==> src/rtl/cfu_initiator.sv <==
// rtl/cfu_initiator.sv - CFU command initiator with command/result FIFOs and response timeout
// Queues requests, issues them one at a time to the CFU and returns results in order.
module cfu_initiator #(
  parameter int DEPTH   = 4,
  parameter int TIMEOUT = 255
) (
  input  logic        clk,
  input  logic        reset,
  input  logic        req_valid,
  output logic        req_ready,
  input  logic [9:0]  req_function_id,
  input  logic [31:0] req_inputs_0,
  input  logic [31:0] req_inputs_1,
  output logic        cmd_valid,
  input  logic        cmd_ready,
  output logic [9:0]  cmd_payload_function_id,
  output logic [31:0] cmd_payload_inputs_0,
  output logic [31:0] cmd_payload_inputs_1,
  input  logic        rsp_valid,
  output logic        rsp_ready,
  input  logic [31:0] rsp_payload_outputs_0,
  output logic        res_valid,
  input  logic        res_ready,
  output logic [31:0] res_data,
  output logic        res_timeout,
  output logic        busy,
  output logic [7:0]  timeout_count
);
  localparam int AW = (DEPTH > 1) ? $clog2(DEPTH) : 1;
  localparam int CW = AW + 1;

  typedef enum logic [1:0] {IDLE = 2'd0, ISSUE = 2'd1, WAIT = 2'd2} state_t;
  state_t state, state_next;

  logic [73:0]   cmd_mem [DEPTH];
  logic [AW-1:0] cmd_wr, cmd_rd;
  logic [CW-1:0] cmd_count;
  logic [73:0]   cmd_head;
  logic          cmd_push, cmd_pop;

  logic [32:0]   res_mem [DEPTH];
  logic [AW-1:0] res_wr, res_rd;
  logic [CW-1:0] res_count;
  logic [32:0]   res_head;
  logic          res_push, res_pop, res_push_to;
  logic [31:0]   res_push_data;

  logic [7:0]    timer;
  logic          to_hit;

  assign req_ready = (cmd_count != CW'(DEPTH));
  assign cmd_push  = req_valid && req_ready;
  assign cmd_pop   = cmd_valid && cmd_ready;
  assign cmd_head  = cmd_mem[cmd_rd];
  assign cmd_payload_function_id = cmd_head[73:64];
  assign cmd_payload_inputs_1    = cmd_head[63:32];
  assign cmd_payload_inputs_0    = cmd_head[31:0];

  // Responses are always accepted; outside WAIT they are stale and simply dropped.
  assign rsp_ready = 1'b1;

  assign res_valid   = (res_count != '0);
  assign res_pop     = res_valid && res_ready;
  assign res_head    = res_mem[res_rd];
  assign res_data    = res_valid ? res_head[31:0] : 32'd0;
  assign res_timeout = res_valid ? res_head[32] : 1'b0;

  assign busy = (state != IDLE) || (cmd_count != '0);

  always_ff @(posedge clk) begin
    if (reset) state <= IDLE;
    else       state <= state_next;
  end

  always_comb begin
    state_next    = state;
    cmd_valid     = 1'b0;
    res_push      = 1'b0;
    res_push_data = 32'd0;
    res_push_to   = 1'b0;
    to_hit        = 1'b0;
    case (state)
      // Issue only with a free result slot, so the single in-flight result always fits.
      IDLE: if (cmd_count != '0 && res_count != CW'(DEPTH)) state_next = ISSUE;
      ISSUE: begin
        cmd_valid = 1'b1;
        if (cmd_ready) state_next = WAIT;
      end
      WAIT: begin
        if (rsp_valid) begin
          res_push      = 1'b1;
          res_push_data = rsp_payload_outputs_0;
          state_next    = IDLE;
        end else if (timer == 8'(TIMEOUT)) begin
          res_push      = 1'b1;
          res_push_data = 32'hDEADBEEF;
          res_push_to   = 1'b1;
          to_hit        = 1'b1;
          state_next    = IDLE;
        end
      end
      default: state_next = IDLE;
    endcase
  end

  always_ff @(posedge clk) begin
    if (reset) begin
      timer         <= 8'd0;
      timeout_count <= 8'd0;
    end else begin
      if (state == ISSUE)     timer <= 8'd0;
      else if (state == WAIT) timer <= timer + 8'd1;
      if (to_hit && timeout_count != 8'hFF) timeout_count <= timeout_count + 8'd1;
    end
  end

  always_ff @(posedge clk) begin
    if (reset) begin
      cmd_wr    <= '0;
      cmd_rd    <= '0;
      cmd_count <= '0;
    end else begin
      if (cmd_push) begin
        cmd_mem[cmd_wr] <= {req_function_id, req_inputs_1, req_inputs_0};
        cmd_wr          <= cmd_wr + AW'(1);
      end
      if (cmd_pop) cmd_rd <= cmd_rd + AW'(1);
      case ({cmd_push, cmd_pop})
        2'b10:   cmd_count <= cmd_count + CW'(1);
        2'b01:   cmd_count <= cmd_count - CW'(1);
        default: cmd_count <= cmd_count;
      endcase
    end
  end

  always_ff @(posedge clk) begin
    if (reset) begin
      res_wr    <= '0;
      res_rd    <= '0;
      res_count <= '0;
    end else begin
      if (res_push) begin
        res_mem[res_wr] <= {res_push_to, res_push_data};
        res_wr          <= res_wr + AW'(1);
      end
      if (res_pop) res_rd <= res_rd + AW'(1);
      case ({res_push, res_pop})
        2'b10:   res_count <= res_count + CW'(1);
        2'b01:   res_count <= res_count - CW'(1);
        default: res_count <= res_count;
      endcase
    end
  end
endmodule

==> config.mk <==
export PLATFORM = sky130hd
export DESIGN_NAME = cfu_initiator
export DESIGN_NICKNAME = d
export VERILOG_FILES = /design/src/rtl/cfu_initiator.sv
export SDC_FILE = /design/constraint.sdc
export NUM_CORES = 1
export LEC_CHECK = 0
export ABC_AREA = 1
export ABC_CLOCK_PERIOD_IN_PS = 8900
export CAP_MARGIN = 40
export CORE_UTILIZATION = 59
export CTS_CLUSTER_SIZE = 24
export DETAILED_ROUTE_END_ITERATION = 10
export PLACE_DENSITY = 0.84
export SLEW_MARGIN = 20
export SYNTH_ARGS = -nofsm -noshare
export SYNTH_HDL_FRONTEND = slang
export SYNTH_SLANG_ARGS = --single-unit
==> constraint.sdc <==
create_clock -name clk -period 8.9 [get_ports clk]
set_input_delay 1.78 -clock clk [delete_from_list [all_inputs] [get_ports clk]]
set_output_delay 1.78 -clock clk [all_outputs]
set_load 0.1 [all_outputs]
# Word-level counts from Yosys, hierarchy flattened
# Memories as Yosys holds them, arrays and structs flattened. A register that Yosys moved wholly into a read port is not among the register bits.
# Cells that the tools add are included.
# op_classes
addsub	10
n_eq_ne	13
muxes	28
reduce_logical	14
# op_table
operator	count
$mux 32	4
$add 8x1->8 const B	2
$mux 2	8
$mux 1	13
$pmux 3 s2	2
$ne 3x3->1 const B	3
$add 2x1->2 const B	4
$eq 8x8->1 const B	1
$ne 8x8->1 const B	1
$add 3x1->3 const B	2
$eq 2x1->1 const B	3
$eq 2x2->1 const B	3
$pmux 2 s3	1
$reduce_bool 2->1	3
$reduce_bool 3->1	2
$sub 3x1->3 const B	2
$logic_and 1x1->1	5
$ne 2x2->1 const B	2
$reduce_and 3->1	1
$logic_not 2->1	1
$reduce_or 2->1	1
$logic_or 1x1->1	1
# totals
register_bits	32
ramBits	428
output_inout_bits	120
elab_cells	76
memories	2
# memory_table
name	words	word_bits	read_ports	rd_clocked_by_memory_dff	write_ports	line_no	rtl
cmd_mem	4	74	1	1	1	35	logic [73:0] cmd_mem [DEPTH];
res_mem	4	33	1	1	1	41	logic [32:0] res_mem [DEPTH];

# Longest topological paths before layout
# logic_depth
word_depth	7
ltp_mapped	13

# Least setup slack after synthesis
# No wires, ideal clock.
# synth_timing
kind	input to register
startpoint	in reset
endpoint	mem cmd_mem[0][0], enable pin
setup_time_ns	0.507
t_arrival_ns	5.190
t_required_ns	8.393
path_slack_ns	3.203
cell_stages	3
path_buffers	0
cell_sequence	inv_1 -> nand3_1 -> nor2_1
# synth_between
elab_chain_cells	2
# synth_rtl
item	line_no	rtl
start: declaration	8	input logic reset,
$mux 1	118	if (reset) begin
$mux 1 (implied by the code)	124	cmd_mem[cmd_wr] <= {req_function_id, req_inputs_1, req_inputs_0};
end: declaration	35	
# Every way passes these cells.

==> impl_metrics.toml <==
[power_and_ir_drop]
p_leak_nw = 8.72
p_total_mw = 7.75
max-vdd-ir-drop_mv = 0.253
powerDensity_mw_per_mm2 = 316

[grt]
grt_first_pass_wirelength_um = 72800
grt_overflow = 0
track_usage_pct = 30.9
antenna_found_initial = 3
grt_max_degree = 93
grt_pass1_vias = 13600

[synthesis]
yosysWarnings = 0
synth-edff-count = 428
syn_inst = 1450
synthArstFlopShare_pct = 0
synth_top_cell_by_area = "edfxtp_1"
synth_compound_area_share_pct = 10.4
yosys.area_share.xor_xnor_pct = 0.0966
synthTopCellsByArea = "edfxtp_1 (71%), nor2_1 (7.0%), o21ai_0 (4.2%), dfxtp_1 (4.0%), o22ai_1 (2.6%)"
muxShareOfSynthArea_pct = 0
netlist_top_cells_count = "edfxtp_1 (428), nor2_1 (338), o21ai_0 (152)"
synth_top_family_by_area = "compound AO/OA/AOI/OAI gates"
ys_types = 30
synth-simple-area-share_pct = 10.4
syn_avg_cell_area_um2 = 12.5
yosysMostFrequentCell = "edfxtp_1"
synth_area_mm2 = 0.0181
syn_nets = 1576
synth_top_area_share_pct = 70.9
synth_seq_area_share_pct = 74.9
synth_ff_type = "edfxtp_1"
synthAdderAreaFrac_pct = 1.05
ys_seq_elements = 464

[routing]
drt_wl_total_um = 49800
final_antenna_net_count = 0
drt-pass1-iter-count = 6
viasPerCell = 6.00
drc_errors = 0
wl_per_cell_um = 22.5
drt-initial-drc-count = 1447
num_vias = 13300

[min_path]
hold_class = "reg2reg"
min_to = "res_count[0]$_SDFFE_PP0P_"
min-delay-start = "res_count[0]$_SDFFE_PP0P_"
whs_path_depth = 1

[placed_design]
hpwlAfterDp_um = 28300
numPortBuffers = 230
placedCellCount = 2125
gp_congestion = 0.786

[critical_path]
worst-setup-path-type = "reg2out"
path_delay_family = "buffers and inverters"
required_ns = 7.12
critical-path-max-stage-delay_ns = 0.67
timing.rr.start = "cmd_count[1]$_SDFFE_PP0P_"
critPathLaunchType = "register"
rrSetupSlack_ns = 6.25
path_cells = "inv_4, buf_4, buf_12, nor2_1, o22ai_1, clkdlybuf4s50_1, buf_16"
reg2reg_to = "cmd_mem[0][48]$_DFFE_PP_"
critPathBufInv = 5
ff2ff_path_depth = 6
crit_arrival_ns = 3.65
end_kind = "output pin"
crit_fanout = 58
slowest_stage = "clkdlybuf4s50_1"

[clock_network]
post_cts_buffers = 0
h-tree-depth = 2
insertion_delay_ns = 0.57
cts_hold_buf = 0
cts.clk_slew.worst_paths_ns = 0.07
cts-root-buf = "clkbuf_16"
tritoncts = "done"
clockBufferDepth = 3
cts_sinks = 464
cts_resized = 0
numCtsBuffers = 45

[timing]
fin_setup_tns_ns = 0
worstMarginPinSlew_ns = 0.833
period_share_pct = 61.0
max_freq_ghz = 0.184
drv_slew = 0
rsz0062_at_grt = "false"
skew_ns = 0.0340
hold_violations = 0
slew_headroom_pct = 44.5
hold_slack_ns = 0.458
period_needed_ns = 5.43
setup_violations = 0

[die]
core_area_mm2 = 0.0300
ios = 232
fp.dieArea_mm2 = 0.0314
die_w_um = 177
row_count = 63
start_util_pct = 60.5
fp.dieH_um = 177

[cells_and_area]
area_delta_synth_final_pct = 35.5
final_cell_count_no_fill = 2212
drive_above_1_share_pct = 12.8
n_fill_cell = 1400
multi_input_area_mm2 = 0.00402
num-nets-final = 1912
regArea_mm2 = 0.0136

[run_status]
status = "completed"

[flow_run]
cap_violations = 0
-- per-stage QoR --
stage	util [%]	cell area [um^2]	setup WS, ns
3_5_place_dp	76.9	23000	3.73
3_3_place_gp	69.2	20700	3.74
5_1_grt	82.0	24600	3.33
4_1_cts	81.7	24500	3.52
6_report	82.0	24600	3.47
2_1_floorplan	-	18100	3.20
-- logic make-up after synthesis --
kind of cell | Yosys count
compound gates | 358
fa+ha+maj | 14
xor+xnor | 2
other cells | 1
buf+inv | 141
simple gates | 470
flops | 464
-- registers in the layout, summed over array words and instances, names as in the netlist, 3 cells and up, named ones only --
register,cells
timer,8
res_count,3
cmd_count,3
res_mem,132
timeout_count,8
cmd_mem,296
-- report_power, final --
| group | total [mW] | internal [mW] | switching, mW |
|---|---|---|---|
| logic | 3.37 | 1.15 | 2.23 |
| registers | 2.50 | 2.45 | 0.0439 |
| clock network | 1.88 | 1.08 | 0.803 |
| total | 7.75 | 4.68 | 3.07 |
-- worst max path at each step --
stage,startpoint,end,slack [ns],cells after the start
finish,register,cmd_payload_inputs_0[30],3.47,7
global route,register,cmd_payload_inputs_0[30],3.33,7
CTS,register,cmd_payload_inputs_0[30],3.52,7
detailed placement,reset,cmd_mem[1][61]$_DFFE_PP_,3.73,5
global placement,register,cmd_payload_function_id[5],3.74,5
floorplan,reset,cmd_mem[0][0]$_DFFE_PP_,3.20,3
-- layout by cell type, fill, tap and decap left out, drive strengths merged, types with 5 or more instances in the layout --
master	instances
edfxtp	428
buf	144
nor2	344
inv	59
clkdlybuf4s50	230
nand3	36
nand4	7
clkinv	14
bufinv	5
clkbuf	56
o22ai	74
ha	12
a21oi	51
o21ai	231
nand2	80
dfxtp	36
-- per-layer routing --
metal | track usage, % | up-vias | share of wire [%]
met4 | 14.5 | 0 | 4.0
li1 | - | 5874 | -
met2 | 54.7 | 786 | 53
met5 | 0 | - | 0
met3 | 4.95 | 144 | 7.5
met1 | 36.9 | 6467 | 36
-- final cells by class --
class,instances,area share [%]
tap,390,1.99
multi-input combinational,845,16.4
timing repair buffer,374,19.7
inverter,56,0.866
clock inverter,24,1.08
clock buffer,56,4.75
sequential,464,55.3
antenna,3,0.0306
-- worst reg2reg max path, stage by stage, from the launching register on --
cell and delay, ns:
dfxtp_1 0.36, inv_1 0.11, nand3_1 0.17, nand3_1 0.33, nor2_4 0.67, buf_4 0.31, buf_16 0.28
(Power assumes the default switching activity.)
